### src/rtl/mio_uart_tx_if.sv
// Bus-side signal bundle for the UART transmitter: write strobe/data and
// overflow clear in, serial line and status out.
interface mio_uart_tx_if;
    logic        EN;
    logic [31:0] P_Data;
    logic        clr_ovf;
    logic        txd;
    logic        busy;
    logic [31:0] status_out;

    modport master (
        output EN,
        output P_Data,
        output clr_ovf,
        input  txd,
        input  busy,
        input  status_out
    );

    modport slave (
        input  EN,
        input  P_Data,
        input  clr_ovf,
        output txd,
        output busy,
        output status_out
    );
endinterface

### src/rtl/mio_uart_tx.sv
// 8N1 UART transmitter fed by a small byte FIFO with a sticky overflow flag.
// One IDLE cycle separates queued frames: frame period is 10*CLK_DIV+1 clocks.
module mio_uart_tx #(
    parameter int CLK_DIV    = 868,
    parameter int FIFO_DEPTH = 4
) (
    input  logic         clk,
    input  logic         rst,
    mio_uart_tx_if.slave bus
);
    localparam int PTR_W  = $clog2(FIFO_DEPTH);
    localparam int CNT_W  = $clog2(FIFO_DEPTH + 1);
    localparam int BAUD_W = $clog2(CLK_DIV);
    localparam logic [BAUD_W-1:0] BAUD_LAST = BAUD_W'(CLK_DIV - 1);
    localparam logic [CNT_W-1:0]  CNT_FULL  = CNT_W'(FIFO_DEPTH);

    typedef enum logic [1:0] {
        ST_IDLE,
        ST_START,
        ST_DATA,
        ST_STOP
    } state_t;

    logic [7:0]        fifo_mem [FIFO_DEPTH];
    logic [PTR_W-1:0]  wr_ptr_reg;
    logic [PTR_W-1:0]  rd_ptr_reg;
    logic [CNT_W-1:0]  count_reg;
    logic              overflow_reg;

    state_t            state_reg;
    state_t            state_next;
    logic [BAUD_W-1:0] baud_cnt_reg;
    logic [BAUD_W-1:0] baud_cnt_next;
    logic [2:0]        bit_idx_reg;
    logic [2:0]        bit_idx_next;
    logic [2:0]        bit_idx_inc;
    logic [7:0]        shift_reg;
    logic              txd_reg;
    logic              txd_next;
    logic              busy_reg;
    logic              busy_next;

    logic              fifo_empty;
    logic              fifo_full;
    logic              pop;
    logic              push;
    logic              ovf_set;
    logic              baud_last;
    logic              unused_data_hi;

    assign fifo_empty = (count_reg == '0);
    assign fifo_full  = (count_reg == CNT_FULL);

    // A pop frees a slot in the same cycle, so a write to a full FIFO is
    // still accepted when the transmitter takes the head byte.
    assign pop     = (state_reg == ST_IDLE) && !fifo_empty;
    assign push    = bus.EN && (!fifo_full || pop);
    assign ovf_set = bus.EN && fifo_full && !pop;

    assign baud_last      = (baud_cnt_reg == BAUD_LAST);
    assign bit_idx_inc    = bit_idx_reg + 3'd1;
    assign unused_data_hi = ^bus.P_Data[31:8];

    // Storage and the registered read into the shift register carry no reset.
    always_ff @(posedge clk) begin
        if (push) begin
            fifo_mem[wr_ptr_reg] <= bus.P_Data[7:0];
        end
        if (pop) begin
            shift_reg <= fifo_mem[rd_ptr_reg];
        end
    end

    always_ff @(posedge clk or posedge rst) begin
        if (rst) begin
            wr_ptr_reg   <= '0;
            rd_ptr_reg   <= '0;
            count_reg    <= '0;
            overflow_reg <= 1'b0;
        end else begin
            if (push) begin
                wr_ptr_reg <= wr_ptr_reg + PTR_W'(1);
            end
            if (pop) begin
                rd_ptr_reg <= rd_ptr_reg + PTR_W'(1);
            end
            case ({push, pop})
                2'b10:   count_reg <= count_reg + CNT_W'(1);
                2'b01:   count_reg <= count_reg - CNT_W'(1);
                default: count_reg <= count_reg;
            endcase
            // A new overflow wins over a simultaneous clear.
            if (ovf_set) begin
                overflow_reg <= 1'b1;
            end else if (bus.clr_ovf) begin
                overflow_reg <= 1'b0;
            end
        end
    end

    // txd/busy are computed for the next state so the line is a flop output.
    always_comb begin
        state_next    = state_reg;
        baud_cnt_next = baud_cnt_reg;
        bit_idx_next  = bit_idx_reg;
        txd_next      = txd_reg;
        busy_next     = busy_reg;
        case (state_reg)
            ST_IDLE: begin
                txd_next      = 1'b1;
                busy_next     = 1'b0;
                baud_cnt_next = '0;
                bit_idx_next  = '0;
                if (pop) begin
                    state_next = ST_START;
                    txd_next   = 1'b0;
                    busy_next  = 1'b1;
                end
            end
            ST_START: begin
                if (baud_last) begin
                    baud_cnt_next = '0;
                    bit_idx_next  = '0;
                    state_next    = ST_DATA;
                    txd_next      = shift_reg[0];
                end else begin
                    baud_cnt_next = baud_cnt_reg + BAUD_W'(1);
                end
            end
            ST_DATA: begin
                if (baud_last) begin
                    baud_cnt_next = '0;
                    if (bit_idx_reg == 3'd7) begin
                        state_next = ST_STOP;
                        txd_next   = 1'b1;
                    end else begin
                        bit_idx_next = bit_idx_inc;
                        txd_next     = shift_reg[bit_idx_inc];
                    end
                end else begin
                    baud_cnt_next = baud_cnt_reg + BAUD_W'(1);
                end
            end
            ST_STOP: begin
                if (baud_last) begin
                    baud_cnt_next = '0;
                    state_next    = ST_IDLE;
                    txd_next      = 1'b1;
                    busy_next     = 1'b0;
                end else begin
                    baud_cnt_next = baud_cnt_reg + BAUD_W'(1);
                end
            end
            default: begin
                state_next = ST_IDLE;
                txd_next   = 1'b1;
                busy_next  = 1'b0;
            end
        endcase
    end

    always_ff @(posedge clk or posedge rst) begin
        if (rst) begin
            state_reg    <= ST_IDLE;
            baud_cnt_reg <= '0;
            bit_idx_reg  <= '0;
            txd_reg      <= 1'b1;
            busy_reg     <= 1'b0;
        end else begin
            state_reg    <= state_next;
            baud_cnt_reg <= baud_cnt_next;
            bit_idx_reg  <= bit_idx_next;
            txd_reg      <= txd_next;
            busy_reg     <= busy_next;
        end
    end

    assign bus.txd        = txd_reg;
    assign bus.busy       = busy_reg;
    assign bus.status_out = {27'b0, !fifo_empty, overflow_reg, fifo_full, fifo_empty, busy_reg};
endmodule

### src/flat_wrapper.sv
// flat-port wrapper written by rule: the top's interface ports become plain ports
module mio_uart_tx_flat 
#(
    parameter int CLK_DIV    = 868,
    parameter int FIFO_DEPTH = 4
)
  (clk, rst, bus_EN, bus_P_Data, bus_clr_ovf, bus_txd, bus_busy, bus_status_out);
  mio_uart_tx_if bus_i ();
  input  logic clk;
  input  logic rst;
  input wire logic [$bits(bus_i.EN)-1:0] bus_EN;
  input wire logic [$bits(bus_i.P_Data)-1:0] bus_P_Data;
  input wire logic [$bits(bus_i.clr_ovf)-1:0] bus_clr_ovf;
  output wire logic [$bits(bus_i.txd)-1:0] bus_txd;
  output wire logic [$bits(bus_i.busy)-1:0] bus_busy;
  output wire logic [$bits(bus_i.status_out)-1:0] bus_status_out;
  assign bus_i.EN = bus_EN;
  assign bus_i.P_Data = bus_P_Data;
  assign bus_i.clr_ovf = bus_clr_ovf;
  assign bus_txd = bus_i.txd;
  assign bus_busy = bus_i.busy;
  assign bus_status_out = bus_i.status_out;
  mio_uart_tx #(.CLK_DIV(CLK_DIV), .FIFO_DEPTH(FIFO_DEPTH)) u_core (.clk(clk), .rst(rst), .bus(bus_i));
endmodule
### config.mk
export PLATFORM = sky130hd
export DESIGN_NAME = mio_uart_tx_flat
export DESIGN_NICKNAME = d
export VERILOG_FILES = /design/src/rtl/mio_uart_tx_if.sv /design/src/rtl/mio_uart_tx.sv /design/src/flat_wrapper.sv
export SDC_FILE = /design/constraint.sdc
export NUM_CORES = 1
export LEC_CHECK = 0
export CAP_MARGIN = 10
export CORE_MARGIN = 1.5
export CORE_UTILIZATION = 25
export CTS_CLUSTER_DIAMETER = 120
export DETAILED_ROUTE_END_ITERATION = 7
export REMOVE_ABC_BUFFERS = 1
export SLEW_MARGIN = 40
export SYNTH_ARGS = -nofsm -noshare
export SYNTH_HDL_FRONTEND = slang
export SYNTH_SLANG_ARGS = --single-unit
### constraint.sdc
create_clock -name clk -period 2.6 [get_ports clk]
set_input_delay 0.52 -clock clk [delete_from_list [all_inputs] [get_ports clk]]
set_output_delay 0.52 -clock clk [all_outputs]
set_load 0.02 [all_outputs]
==> flow_summary.toml <==
[timing]
rsz0062_at_grt = "false"
min_period_ps = 2450
drv_slew = 0
fmaxAchievable_mhz = 407
hold_violations = 0
whs_ps = 477
relSlewSlack_pct = 61.1
setup_violations = 0
tns_ps = 0
worst_slew_pin_slew_ps = 584
fin_crit_sh_pct = 94.4
fin_skew_ps = 4.76
setup_ws_ps = 145

[final_layout]
drive_above_1_share_pct = 15.6
stdcell_area_sq_um = 3600
antenna_cells = 0
syn2layout_area_growth_pct = 17.1
num-nets-final = 286
regArea_sq_um = 1830
finalNonFillerCells = 390
fillers = 1197
final_util_pct = 30.0
largest_register_ffs = 32
multi_input_area_sq_um = 1030

[global_routing]
grt_pass1_vias = 1601
grt_first_pass_wirelength_um = 7980
grt_use_total_pct = 8.42
grt_max_degree = 26
antenna_found_initial = 0
overflow = 0

[routing]
drt_iter0_drc = 27
vias = 1616
dr.pass1.iters = 4
vias_per_cell = 4.14
drc_errors = 0
wl_met3_um = 227
wirelength_um = 4840
top_layer_used = "met4"
routedWlPerCell_um = 12.4
wl_met2_um = 2240
detail-route-antenna-nets = 0
met1Wirelength_um = 2270

[die]
die_area_sq_um = 13000
die_h_um = 114
fp.coreArea_sq_um = 12000
std_cell_rows = 40
start_util_pct = 25.6
die_w_um = 114
io_pins = 70

[clocking]
clk_path_buf_depth = 2
insertion_delay_ps = 330
hold_buffers = 0
clk_pin_slew_ps = 60
tritoncts = "yes"
clock-root-buffer = "clkbuf_16"
post_cts_buffers = 0
ctsResizeCount = 0
cts_buffers = 9
cts_sinks = 65
htree_levels = 3

[status]
outcome = "finished clean"

[power]
cellPowerDensity_nw_per_um2 = 1130
power_mw = 4.05
vdd_drop_max_uv = 521
p_leak_nw = 1.43

[setup_path]
path_cells = "or3_1 -> inv_1 -> clkdlybuf4s50_1"
crit_required_ps = 2080
crit_type = "register to output port"
startpoint_type = "register"
end_kind = "output port"
slowest_stage = "clkdlybuf4s50_1"
path_max_fanout = 4
regToRegSetupSlack_ps = 570
arrival_ps = 1930
r2r_cells = 8
max_stage_delay_ps = 620

[place]
port_buffers = 18
gp_congestion = 0.700
hpwl_um = 3310
preCtsSetupSlack_ps = 228
place_area_sq_um = 3290
place_inst = 374

[logic_synthesis]
synth_edf_count = 40
yosys.cell_count.top_type = "edfxtp_1"
ys_ff_latch = 65
yosys.cell_types.count = 45
synth.avg_cell_area_sq_um = 14.2
synth_warnings = 0
yosysTopAreaCellShare_pct = 39.1
synthArstFlopShare_pct = 38.5
synth_area_sq_um = 3080
synthTopCellsByArea = "edfxtp_1 39%, dfrtp_1 20%, buf_4 7.6%"
synth_common_cells = "40 x edfxtp_1, 31 x buf_4, 24 x dfrtp_1, 13 x inv_1, 11 x ha_1"
ys_seq_area_share_pct = 59.4
synth_ff_type = "edfxtp_1"
yosys.area.top_type = "edfxtp_1"
syn_inst = 216

[run]
maxCapViolCount = 0

[min_path]
hold_path_class = "register to register"
hold_path_depth = 2
worst max-delay path: cells and delay by family, from the launching register on:
kind,cells,cell delay [ps]
buffers and inverters,2,760
flip-flops,1,410
AND/OR/NAND/NOR,1,420
cell usage in the layout, fill, tap and decap left out, types with 2 or more instances in the layout:
cell type	Yosys	routed
edfxtp_1	40	40
conb_1	1	27
dfrtp_1	24	24
clkdlybuf4s50_1	0	18
inv_1	13	13
ha_1	11	11
nor2_1	10	10
mux4_2	9	9
clkbuf_16	0	9
xor2_1	7	7
nand2_1	7	7
xnor2_1	6	6
nand3_1	5	5
and2_1	4	4
o21ai_0	4	4
mux2i_1	3	3
and3_1	3	3
a31oi_1	3	3
inv_6	0	3
buf_4	31	3
nor4_1	2	2
nand4_1	2	2
a22o_1	2	2
mux2_2	2	2
a21oi_1	2	2
clkinv_4	0	2
final timing paths:
path | startpoint | end
worst max-delay path | u_core.count_reg[0] | bus_status_out[1]
worst min-delay path | u_core.bus.txd | u_core.bus.txd
worst max register to register | u_core.state_reg[0] | u_core.count_reg[2]
worst min register to register | u_core.bus.txd | u_core.bus.txd
max in group asynchronous | rst | u_core.bus.txd
min in group asynchronous | rst | u_core.bus.busy
metal layers:
layer | vias to the layer above | global-route usage (%)
met2 | 54 | 12.6
met1 | 787 | 10.3
li1 | 767 | -
met3 | 8 | 2.87
met4 | 0 | 5.58
met5 | - | 0
cell families after synthesis:
group	count (synthesis)	share of synthesized area [%]
flip-flops	65	59.4
buffers and inverters	49	10.3
AND/OR/NAND/NOR	43	8.14
AO/OA/AOI/OAI	18	4.35
multiplexers	15	8.79
XOR/XNOR	13	3.70
adder cells (fa/ha/maj)	12	5.13
other	1	0.122
final cells by class:
type                            instances  area share [%]
Clock buffer                            9            6.25
Inverter                               13            1.36
Tap cell                              147            5.11
Timing Repair Buffer                   21            5.63
Sequential cell                        65            50.8
Multi-Input combinational cell        128            28.5
Clock inverter                          7            2.36
power breakdown:
group          internal, mW  switching [mW]
clock network         0.762           0.484
registers              1.44           0.218
logic                 0.550           0.598
Note: power is estimated with default switching activity, not from simulation.
